$ cat config.mk
export PLATFORM = sky130hd
export DESIGN_NAME = axis_sched_flat
export DESIGN_NICKNAME = d
export VERILOG_FILES = /design/src/rtl/axis_sched_pkg.sv /design/src/rtl/axis_sched_if.sv /design/src/rtl/axis_sched_wdog.sv /design/src/rtl/axis_sched.sv /design/src/flat_wrapper.sv
export SDC_FILE = /design/constraint.sdc
export NUM_CORES = 1
export LEC_CHECK = 0
export BUFFER_PORTS_ARGS = -buffer_cell sky130_fd_sc_hd__clkbuf_2
export CORE_ASPECT_RATIO = 2
export CORE_UTILIZATION = 43
export CTS_BUF_LIST = sky130_fd_sc_hd__clkbuf_2 sky130_fd_sc_hd__clkbuf_4 sky130_fd_sc_hd__clkbuf_8
export DETAILED_ROUTE_END_ITERATION = 8
export PLACE_DENSITY = 0.67
export SLEW_MARGIN = 20
export SYNTH_ARGS = -nofsm -noshare
export SYNTH_HDL_FRONTEND = slang
export SYNTH_SLANG_ARGS = --single-unit
$ cat constraint.sdc
create_clock -name clk -period 3.1 [get_ports clk]
set_clock_uncertainty 0.15 [all_clocks]
set_input_delay 0.93 -clock clk [delete_from_list [all_inputs] [get_ports clk]]
set_output_delay 0.93 -clock clk [all_outputs]
set_load 0.005 [all_outputs]
$ cat src/rtl/axis_sched_pkg.sv
// -----------------------------------------------------------------------------
// axis_sched_pkg
// Shared types and constants for the axis descriptor sequencer.
//   state_t    : sequencer FSM states
//   DIR_WR/RD  : descriptor direction encodings
//   CFG_START  : value written to the path start register
// -----------------------------------------------------------------------------
package axis_sched_pkg;

    typedef enum logic [2:0] {
        IDLE   = 3'd0,
        S_ADDR = 3'd1,
        S_LEN  = 3'd2,
        S_GO   = 3'd3,
        RUN    = 3'd4,
        DONE   = 3'd5
    } state_t;

    localparam logic DIR_WR = 1'b0;  // stream -> memory
    localparam logic DIR_RD = 1'b1;  // memory -> stream

    localparam int unsigned CFG_START = 1;

endpackage

$ cat src/rtl/axis_sched_if.sv
// -----------------------------------------------------------------------------
// axis_sched_if
// Bundles the descriptor handshake, cfg write bus, stream monitor taps and
// status outputs of axis_sched.
//   slave  : the sequencer side (consumes descriptors, drives cfg/status)
//   master : the host/control side (offers descriptors, observes cfg/status)
// Widths must match the parameters of the axis_sched instance using it.
// -----------------------------------------------------------------------------
interface axis_sched_if #(
    parameter int ADDR_WIDTH    = 32,
    parameter int CNT_WIDTH     = 32,
    parameter int CONFIG_AWIDTH = 5,
    parameter int CONFIG_DWIDTH = 32
);
    import axis_sched_pkg::*;

    // descriptor handshake
    logic                     desc_valid;
    logic                     desc_ready;
    logic                     desc_dir;
    logic [ADDR_WIDTH-1:0]    desc_addr;
    logic [CNT_WIDTH-1:0]     desc_len;
    // cfg write bus (no backpressure)
    logic [CONFIG_AWIDTH-1:0] cfg_addr;
    logic [CONFIG_DWIDTH-1:0] cfg_data;
    logic                     cfg_valid;
    // stream taps, observed only
    logic                     wr_valid;
    logic                     wr_ready;
    logic                     rd_valid;
    logic                     rd_ready;
    // status
    logic                     busy;
    logic                     done;
    logic                     err;
    logic [CNT_WIDTH-1:0]     remaining;

    modport slave (
        input  desc_valid, desc_dir, desc_addr, desc_len,
        input  wr_valid, wr_ready, rd_valid, rd_ready,
        output desc_ready, cfg_addr, cfg_data, cfg_valid,
        output busy, done, err, remaining
    );

    modport master (
        output desc_valid, desc_dir, desc_addr, desc_len,
        output wr_valid, wr_ready, rd_valid, rd_ready,
        input  desc_ready, cfg_addr, cfg_data, cfg_valid,
        input  busy, done, err, remaining
    );

endinterface

$ cat src/rtl/axis_sched_wdog.sv
// -----------------------------------------------------------------------------
// axis_sched_wdog
// Idle-cycle watchdog: counts enabled cycles without activity and pulses
// tick_o on the TIMEOUT-th consecutive idle cycle.
//   clk, rst : clock, asynchronous active-low reset
//   en_i     : count while high; counter is cleared while low
//   clr_i    : activity seen this cycle; restarts the count
//   tick_o   : combinational pulse, high in the cycle that reaches TIMEOUT
// -----------------------------------------------------------------------------
module axis_sched_wdog #(
    parameter int TIMEOUT = 1024
) (
    input  logic clk,
    input  logic rst,
    input  logic en_i,
    input  logic clr_i,
    output logic tick_o
);
    localparam int CW = $clog2(TIMEOUT + 1);

    logic [CW-1:0] cnt_q, cnt_d;

    // The cycle holding TIMEOUT-1 is the TIMEOUT-th idle cycle.
    assign tick_o = en_i && !clr_i && (cnt_q == CW'(TIMEOUT - 1));

    always_comb begin
        cnt_d = cnt_q;
        if (!en_i || clr_i) begin
            cnt_d = '0;
        end else if (!tick_o) begin
            cnt_d = cnt_q + CW'(1);
        end
    end

    always_ff @(posedge clk or negedge rst) begin
        if (!rst) begin
            cnt_q <= '0;
        end else begin
            cnt_q <= cnt_d;
        end
    end

endmodule

$ cat src/rtl/axis_sched.sv
// -----------------------------------------------------------------------------
// axis_sched
// Descriptor sequencer for the axis stream engine. Accepts one descriptor,
// programs address, length and start registers over the cfg bus on the three
// cycles after accept, then counts stream beats of the selected direction
// until the transfer is complete.
//   clk  : clock
//   rst  : asynchronous, active-low reset
//   bus  : axis_sched_if.slave (descriptor in, cfg out, stream taps, status)
// Optional feature: define AXIS_SCHED_TIMEOUT_EN to add an idle-beat watchdog
// that ends a stalled transfer after TIMEOUT RUN cycles with err set.
// -----------------------------------------------------------------------------
module axis_sched #(
    parameter int CONFIG_ID_WR  = 1,
    parameter int CONFIG_ID_RD  = 2,
    parameter int CONFIG_ADDR   = 23,
    parameter int CONFIG_DATA   = 24,
    parameter int CONFIG_AWIDTH = 5,
    parameter int CONFIG_DWIDTH = 32,
    parameter int ADDR_WIDTH    = 32,
    parameter int CNT_WIDTH     = 32,
    parameter int TIMEOUT       = 1024
) (
    input  logic        clk,
    input  logic        rst,
    axis_sched_if.slave bus
);
    import axis_sched_pkg::*;

    state_t                   state_q, state_d;
    logic                     dir_q, dir_d;
    logic [CNT_WIDTH-1:0]     len_q, len_d;
    logic [CNT_WIDTH-1:0]     remaining_q, remaining_d;
    logic [CONFIG_AWIDTH-1:0] cfg_addr_q, cfg_addr_d;
    logic [CONFIG_DWIDTH-1:0] cfg_data_q, cfg_data_d;
    logic                     cfg_valid_q, cfg_valid_d;
    logic                     err_q, err_d;
    logic                     beat;
    logic                     timeout_tick;

    // Only the handshake of the descriptor's own direction counts.
    assign beat = (dir_q == DIR_RD) ? (bus.rd_valid & bus.rd_ready)
                                    : (bus.wr_valid & bus.wr_ready);

`ifdef AXIS_SCHED_TIMEOUT_EN
    axis_sched_wdog #(
        .TIMEOUT (TIMEOUT)
    ) u_wdog (
        .clk    (clk),
        .rst    (rst),
        .en_i   (state_q == RUN),
        .clr_i  (beat),
        .tick_o (timeout_tick)
    );
`else
    assign timeout_tick = 1'b0;
    wire unused_timeout = |32'(TIMEOUT);
`endif

    // cfg outputs are registered and set one state ahead, so cfg_valid lines
    // up with S_ADDR..S_GO and cfg_addr/cfg_data hold their last write after.
    always_comb begin
        state_d     = state_q;
        dir_d       = dir_q;
        len_d       = len_q;
        remaining_d = remaining_q;
        cfg_addr_d  = cfg_addr_q;
        cfg_data_d  = cfg_data_q;
        cfg_valid_d = 1'b0;
        err_d       = err_q;

        case (state_q)
            IDLE: begin
                if (bus.desc_valid) begin
                    dir_d       = bus.desc_dir;
                    len_d       = bus.desc_len;
                    remaining_d = bus.desc_len;
                    err_d       = 1'b0;
                    if (bus.desc_len == '0) begin
                        state_d = DONE;
                    end else begin
                        state_d     = S_ADDR;
                        cfg_valid_d = 1'b1;
                        cfg_addr_d  = CONFIG_AWIDTH'(CONFIG_ADDR);
                        cfg_data_d  = CONFIG_DWIDTH'(bus.desc_addr);
                    end
                end
            end
            S_ADDR: begin
                state_d     = S_LEN;
                cfg_valid_d = 1'b1;
                cfg_addr_d  = CONFIG_AWIDTH'(CONFIG_DATA);
                cfg_data_d  = CONFIG_DWIDTH'(len_q);
            end
            S_LEN: begin
                state_d     = S_GO;
                cfg_valid_d = 1'b1;
                cfg_addr_d  = (dir_q == DIR_RD) ? CONFIG_AWIDTH'(CONFIG_ID_RD)
                                                : CONFIG_AWIDTH'(CONFIG_ID_WR);
                cfg_data_d  = CONFIG_DWIDTH'(CFG_START);
            end
            S_GO: begin
                state_d = RUN;
            end
            RUN: begin
                if (beat && remaining_q != '0) begin
                    remaining_d = remaining_q - CNT_WIDTH'(1);
                    if (remaining_q == CNT_WIDTH'(1)) begin
                        state_d = DONE;
                    end
                end else if (timeout_tick) begin
                    err_d   = 1'b1;
                    state_d = DONE;
                end
            end
            DONE: begin
                state_d = IDLE;
            end
            default: begin
                state_d = IDLE;
            end
        endcase
    end

    always_ff @(posedge clk or negedge rst) begin
        if (!rst) begin
            state_q     <= IDLE;
            dir_q       <= DIR_WR;
            len_q       <= '0;
            remaining_q <= '0;
            cfg_addr_q  <= '0;
            cfg_data_q  <= '0;
            cfg_valid_q <= 1'b0;
            err_q       <= 1'b0;
        end else begin
            state_q     <= state_d;
            dir_q       <= dir_d;
            len_q       <= len_d;
            remaining_q <= remaining_d;
            cfg_addr_q  <= cfg_addr_d;
            cfg_data_q  <= cfg_data_d;
            cfg_valid_q <= cfg_valid_d;
            err_q       <= err_d;
        end
    end

    assign bus.desc_ready = (state_q == IDLE);
    assign bus.busy       = (state_q != IDLE);
    assign bus.done       = (state_q == DONE);
    assign bus.cfg_addr   = cfg_addr_q;
    assign bus.cfg_data   = cfg_data_q;
    assign bus.cfg_valid  = cfg_valid_q;
    assign bus.err        = err_q;
    assign bus.remaining  = remaining_q;

endmodule
$ cat src/flat_wrapper.sv
// flat-port wrapper written by rule: the top's interface ports become plain ports
module axis_sched_flat import axis_sched_pkg::*;
#(
    parameter int CONFIG_ID_WR  = 1,
    parameter int CONFIG_ID_RD  = 2,
    parameter int CONFIG_ADDR   = 23,
    parameter int CONFIG_DATA   = 24,
    parameter int CONFIG_AWIDTH = 5,
    parameter int CONFIG_DWIDTH = 32,
    parameter int ADDR_WIDTH    = 32,
    parameter int CNT_WIDTH     = 32,
    parameter int TIMEOUT       = 1024
)
  (clk, rst, bus_desc_valid, bus_desc_dir, bus_desc_addr, bus_desc_len, bus_wr_valid, bus_wr_ready, bus_rd_valid, bus_rd_ready, bus_desc_ready, bus_cfg_addr, bus_cfg_data, bus_cfg_valid, bus_busy, bus_done, bus_err, bus_remaining);
  axis_sched_if #(.ADDR_WIDTH(ADDR_WIDTH), .CNT_WIDTH(CNT_WIDTH), .CONFIG_AWIDTH(CONFIG_AWIDTH), .CONFIG_DWIDTH(CONFIG_DWIDTH)) bus_i ();
  input  logic clk;
  input  logic rst;
  input wire logic [$bits(bus_i.desc_valid)-1:0] bus_desc_valid;
  input wire logic [$bits(bus_i.desc_dir)-1:0] bus_desc_dir;
  input wire logic [$bits(bus_i.desc_addr)-1:0] bus_desc_addr;
  input wire logic [$bits(bus_i.desc_len)-1:0] bus_desc_len;
  input wire logic [$bits(bus_i.wr_valid)-1:0] bus_wr_valid;
  input wire logic [$bits(bus_i.wr_ready)-1:0] bus_wr_ready;
  input wire logic [$bits(bus_i.rd_valid)-1:0] bus_rd_valid;
  input wire logic [$bits(bus_i.rd_ready)-1:0] bus_rd_ready;
  output wire logic [$bits(bus_i.desc_ready)-1:0] bus_desc_ready;
  output wire logic [$bits(bus_i.cfg_addr)-1:0] bus_cfg_addr;
  output wire logic [$bits(bus_i.cfg_data)-1:0] bus_cfg_data;
  output wire logic [$bits(bus_i.cfg_valid)-1:0] bus_cfg_valid;
  output wire logic [$bits(bus_i.busy)-1:0] bus_busy;
  output wire logic [$bits(bus_i.done)-1:0] bus_done;
  output wire logic [$bits(bus_i.err)-1:0] bus_err;
  output wire logic [$bits(bus_i.remaining)-1:0] bus_remaining;
  assign bus_i.desc_valid = bus_desc_valid;
  assign bus_i.desc_dir = bus_desc_dir;
  assign bus_i.desc_addr = bus_desc_addr;
  assign bus_i.desc_len = bus_desc_len;
  assign bus_i.wr_valid = bus_wr_valid;
  assign bus_i.wr_ready = bus_wr_ready;
  assign bus_i.rd_valid = bus_rd_valid;
  assign bus_i.rd_ready = bus_rd_ready;
  assign bus_desc_ready = bus_i.desc_ready;
  assign bus_cfg_addr = bus_i.cfg_addr;
  assign bus_cfg_data = bus_i.cfg_data;
  assign bus_cfg_valid = bus_i.cfg_valid;
  assign bus_busy = bus_i.busy;
  assign bus_done = bus_i.done;
  assign bus_err = bus_i.err;
  assign bus_remaining = bus_i.remaining;
  axis_sched #(.CONFIG_ID_WR(CONFIG_ID_WR), .CONFIG_ID_RD(CONFIG_ID_RD), .CONFIG_ADDR(CONFIG_ADDR), .CONFIG_DATA(CONFIG_DATA), .CONFIG_AWIDTH(CONFIG_AWIDTH), .CONFIG_DWIDTH(CONFIG_DWIDTH), .ADDR_WIDTH(ADDR_WIDTH), .CNT_WIDTH(CNT_WIDTH), .TIMEOUT(TIMEOUT)) u_core (.clk(clk), .rst(rst), .bus(bus_i));
endmodule
== After elaboration in Yosys (flattened, before gate mapping) ==
Index checks and enable logic that the tools add are counted.

* Bits in registers: 106
* Output and inout port bits: 74

* Add/subtract/negate cells: 1
* Equality and inequality tests: 10
* Muxes and demuxes: 19
* Bitwise gates (word level): 2
* Reduce and logical (&&, ||, !) cells: 12

{| class="wikitable"
|+ Operators with widths
! kind !! number
|-
| 32-bit two-way mux || 4
|-
| 32-bit case mux with 3 select lines || 1
|-
| 32-bit case mux with 2 select lines || 1
|-
| 32-bit by 1-bit equality test with 1-bit output, second input constant || 1
|-
| 32-bit logical NOT || 1
|-
| 32-bit nonzero test || 1
|-
| 32-bit by 1-bit subtractor with 32-bit output, second input constant || 1
|-
| 3-bit case mux with 5 select lines || 1
|-
| 5-bit case mux with 3 select lines || 1
|-
| 3-bit two-way mux || 4
|-
| 5-bit two-way mux || 2
|-
| 3-bit AND reduction || 3
|-
| 3-bit by 2-bit equality test with 1-bit output, second input constant || 2
|-
| 3-bit equality test, second input constant || 2
|-
| 3-bit nonzero test || 2
|-
| 2-bit by 1-bit != test with 1-bit output, second input constant || 2
|-
| 2-bit != test, second input constant || 2
|-
| 3-bit by 1-bit equality test with 1-bit output, second input constant || 1
|-
| 3-bit logical NOT || 1
|-
| 1-bit two-way mux || 3
|-
| 1-bit bitwise AND || 2
|-
| 2-bit two-way mux || 1
|-
| 1-bit case mux with 2 select lines || 1
|-
| 2-bit AND reduction || 1
|-
| 3 further kinds || 3
|}

== Longest topological paths before layout ==
* Depth in word-level cells: 5
* Depth in mapped cells: 8

== Worst setup path before layout ==
OpenSTA, ideal clock, no wires.

* Path type: input port to flip-flop
* Start: input bus_wr_valid
* End: register u_core.remaining_q[27], in the netlist u_core.bus.remaining[27]
* Library setup time: 122 ps
* Arrival time: 2,279 ps
* Required time: 2,828 ps
* Slack: 550 ps
* Cell stages on the path: 5
* Path buffers: 0
* Cell sequence: nand3b_1 > a2111o_1 > a311oi_4 > nand2_1 > a32o_1

* Cells in the longest elaborated chain, start to end: 5

{| class="wikitable"
|+ Ends and longest elaborated chain
! item !! line !! text
|-
| start: declaration || flat_wrapper.sv:22 || <nowiki>input wire logic [$bits(bus_i.wr_valid)-1:0] bus_wr_valid;</nowiki>
|-
| 1-bit bitwise AND || axis_sched.sv:43 || <nowiki>: (bus.wr_valid & bus.wr_ready);</nowiki>
|-
| 1-bit two-way mux || axis_sched.sv:42 || <nowiki>assign beat = (dir_q == DIR_RD) ? (bus.rd_valid & bus.rd_ready)</nowiki>
|-
| 1-bit logical AND || axis_sched.sv:106 || <nowiki>if (beat && remaining_q != '0) begin</nowiki>
|-
| 2-bit by 1-bit != test with 1-bit output (no line) || -- ||
|-
| 3-bit AND reduction (no line) || -- ||
|-
| end signal: assignment || axis_sched.sv:139 || <nowiki>remaining_q <= remaining_d;</nowiki>
|-
| end: declaration || axis_sched.sv:33 || <nowiki>logic [CNT_WIDTH-1:0] remaining_q, remaining_d;</nowiki>
|}

Every way passes these cells.
A chain may end at the register's enable or synchronous reset.

== Worst setup path after layout ==
* Start: register u_core.remaining_q[0], in the netlist u_core.bus.remaining[0]
* End: register u_core.remaining_q[0], in the netlist u_core.bus.remaining[0]

* Cells in the longest elaborated chain, start to end: 4
* Elaborated cells on any way between the ends: 7
* Classes of those cells: add/sub (1); eq/ne (1); mux (2); reduce/logical (3)

{| class="wikitable"
|+ Ends and longest elaborated chain
! item
|-
| parallel branches: the longest is 4 deep, another holds 32-bit by 1-bit subtractor with 32-bit output
|}

Several ways; the timed one is not identified. The select of a mux whose other input is x is not followed.

==> metrics.md <==
| Metric | Value |
|---|---|
| Drt first pass iters | 5 |
| H-tree Lvls | 3 |
| Post_cts resized | 0 |
| Sequential-to-total area share from yosys stat | 49.1% |
| Vias in the first global route | 4,744 |
| Global-route wire length before repair | 25,100 um |
| Vias | 4,829 |
| Gate Count Post-Synth | 546 |
| Syn nets | 620 |
| Main synth FF type | dfrtp_1 |
| RSZ-0062 raised after global routing | false |
| Max capacitance violation total | 0 |
| Vias per std cell | 5.80 |
| Clock latency on the worst-skew pair | 0.37 ns |
| Num CTS Buffers | 9 |
| Nets | 756 |
| Final Wtd Congestion | 0.876 |
| Outcome | completed |
| Static leakage | 3.06 nW |
| Clock transition at path regs | 0.10 ns |
| Synthesized area | 5400 sq um |
| Util after Layout | 53.4% |
| EDFF count, synth | 0 |
| Post-Layout Inst Area | 6520 sq um |
| Root Driver | clkbuf_8 |
| Hold-fix buffers at CTS | 0 |
| Post-DP Area | 6280 sq um |
| Max frequency | 0.365 GHz |
| Fin. max-slew vios | 0 |
| DR DRC count | 0 |
| Final WL | 15,800 um |
| Total track usage | 25.3% |
| Setup CP Type | reg2reg |
| CP Launch Type | flop |
| Drt first-iter violations | 284 |
| Pin count of the biggest net entering global routing | 58 |
| Clock sink total | 106 |
| Width of the die | 81.2 um |
| Power per cell area | 1030 nW/um^2 |
| Post-route ant nets | 0 |
| # rows | 57 |
| Synthesized flop and latch total | 106 |
| Fin. Hold Viols | 0 |
| Max_slew headroom | 59.7% |
| Worst Setup Slack, final | 0.360 ns |
| Core area | 12,200 sq um |
| Arrival time worst endpoint | 2.85 ns |
| CTS Buffer Depth | 2 |
| N_diodes | 0 |
| Pre-CTS setup slack | 0.142 ns |
| DIE AREA | 13,000 sq um |
| CTS tree | built |
| Dpl hpwl | 12,000 um |
| Die height | 160 um |
| Max FO, Critical Path | 14 |
| Layout cell share with drive strength beyond 1 | 33.5% |
| FFs w/ async S/R, synth | 100% |
| Postcts setup bufs | 0 |
| Hold Crit Class | in2async |
| PortBufs | 144 |
| Fin Setup TNS | 0 ns |
| Req. time, crit path | 3.21 ns |
| Final worst-path cycle share | 88.4% |
| Crit. End Element | flop |
| Remaining Overflow, GRT | 0 |
| Antenna violations before repair | 0 |
| Setup Viol. Count Final | 0 |
| DR WL/cell | 18.9 um |
| Layout area overhead | 20.7% |
| VDD IR-drop max | 420 uV |
| Synthesis Warnings | 0 |
| Library cells used by synthesis | 63 |
| I/O pin count | 146 |
| Worst Tran Pin Value | 0.602 ns |
| Mean Syn Cell Area | 9.89 sq um |
| Initial Util | 44.3% |
| Worst hold margin | 0.323 ns |
| Tmin final | 2.74 ns |
| Fillers | 1,156 |
==> where the power goes <==
part	internal, mW	total [mW]	switching, mW
clock network	0.454	0.933	0.479
registers	2.07	2.73	0.653
logic	1.49	3.03	1.54
==> flip-flops by register name, summed over array words and instances (netlist names) <==
register / count
u_core.bus.cfg_data: 32
u_core.bus.remaining: 32
u_core.len_q: 32
u_core.bus.cfg_addr: 5
u_core.state_q: 3
u_core.bus.cfg_valid: 1
u_core.dir_q: 1
==> worst max-delay path, stage by stage, from the launching register on <==
cell,delay (ns)
dfrtp_1,0.51
inv_1,0.11
ha_1,0.21
nor3b_2,0.39
and3_2,0.34
nand3_2,0.16
a21o_1,0.43
o221a_2,0.33
==> worst paths after layout <==
check / start / end / slack [ns] / cells after the start
worst max-delay path: u_core.bus.remaining[0] / u_core.bus.remaining[0] / 0.36 / 7
worst min-delay path: rst / u_core.bus.remaining[19] / 0.32 / 1
worst max register to register: u_core.bus.remaining[0] / u_core.bus.remaining[0] / 0.36 / 7
worst min register to register: u_core.len_q[3] / u_core.len_q[3] / 0.33 / 2
max in group asynchronous: rst / u_core.bus.remaining[30] / 1.81 / 2
min in group clk: u_core.len_q[3] / u_core.len_q[3] / 0.33 / 2
==> cell type report <==
class / instances / area [sq um] / share of cell area (%)
repair buffers: 159 / 868 / 13.3
multi-input cells: 397 / 2560 / 39.4
inverters: 9 / 33.8 / 0.519
clock inverters: 6 / 87.6 / 1.34
well taps: 147 / 184 / 2.82
flip-flops and latches: 106 / 2650 / 40.7
clock buffers: 9 / 124 / 1.90
==> cell usage after synthesis (all sizes together) (3+ instances only) <==
library cell,n,area [sq um]
a211oi,9,67.6
a21o,5,37.5
a21oi,17,88.8
a22o,32,280
a22oi,6,45.0
a31oi,3,25.0
a32o,3,30.0
and3,3,20.0
buf,16,100
clkbuf,18,67.6
dfrtp,106,2650
inv,9,33.8
mux2,31,349
nand2,122,458
nand2b,3,18.8
nand3,15,80.1
nand4,7,50.1
nor2,22,82.6
nor3,12,75.1
nor3b,3,27.5
nor4,24,169
o211ai,5,37.5
o21a,4,30.0
o21ai,24,120
o22a,4,35.0
o22ai,8,50.1
o311ai,5,43.8
==> kinds of logic after synthesis <==
| group | after synthesis | share of synthesized area, % |
|---|---|---|
| and+or+nand+nor | 221 | 19.7 |
| AOI/OAI and AO/OA | 140 | 20.1 |
| DFF | 106 | 49.1 |
| buffers and inverters | 43 | 3.73 |
| muxes | 33 | 6.84 |
| adders and majority gates | 2 | 0.464 |
| other | 1 | 0.0695 |
==> per-layer routing <==
metal | wire (um) | vias up | GRT usage [%] | share of wire, %
li1 | - | 2277 | - | -
met1 | 6030 | 2339 | 30.6 | 38
met2 | 8390 | 174 | 43.3 | 53
met3 | 709 | 39 | 3.64 | 4.5
met4 | 624 | 0 | 11.7 | 4.0
met5 | 0 | - | 0 | 0
==> stage by stage <==
step | cells | power [mW]
finish | 833 | 6.68
global route | 833 | 7.17
CTS | 832 | 6.68
detailed placement | 817 | 5.74
global placement | 817 | 5.62
floorplan | 546 | 4.60
==> cell usage in the layout, fill, tap and decap left out, types with 3 or more instances in the layout <==
master    count
o21a_1        4
a21oi_1      16
a32o_1        3
o311ai_0      5
clkbuf_2    143
nor2_1       21
o22a_1        4
inv_1         9
a22oi_1       6
a211oi_1      9
mux2_2       31
clkbuf_8      9
buf_4        14
o22ai_1       8
o211ai_1      5
o21ai_0      22
nand4_1       6
nand2_1     121
dfrtp_1     106
nand3_1      14
a22o_1       32
nor4_2        3
a21o_1        5
nand2b_1      3
nor3_2        3
nor4_1       21
nor3_1        9
Note: power is estimated with default switching activity, not from simulation.
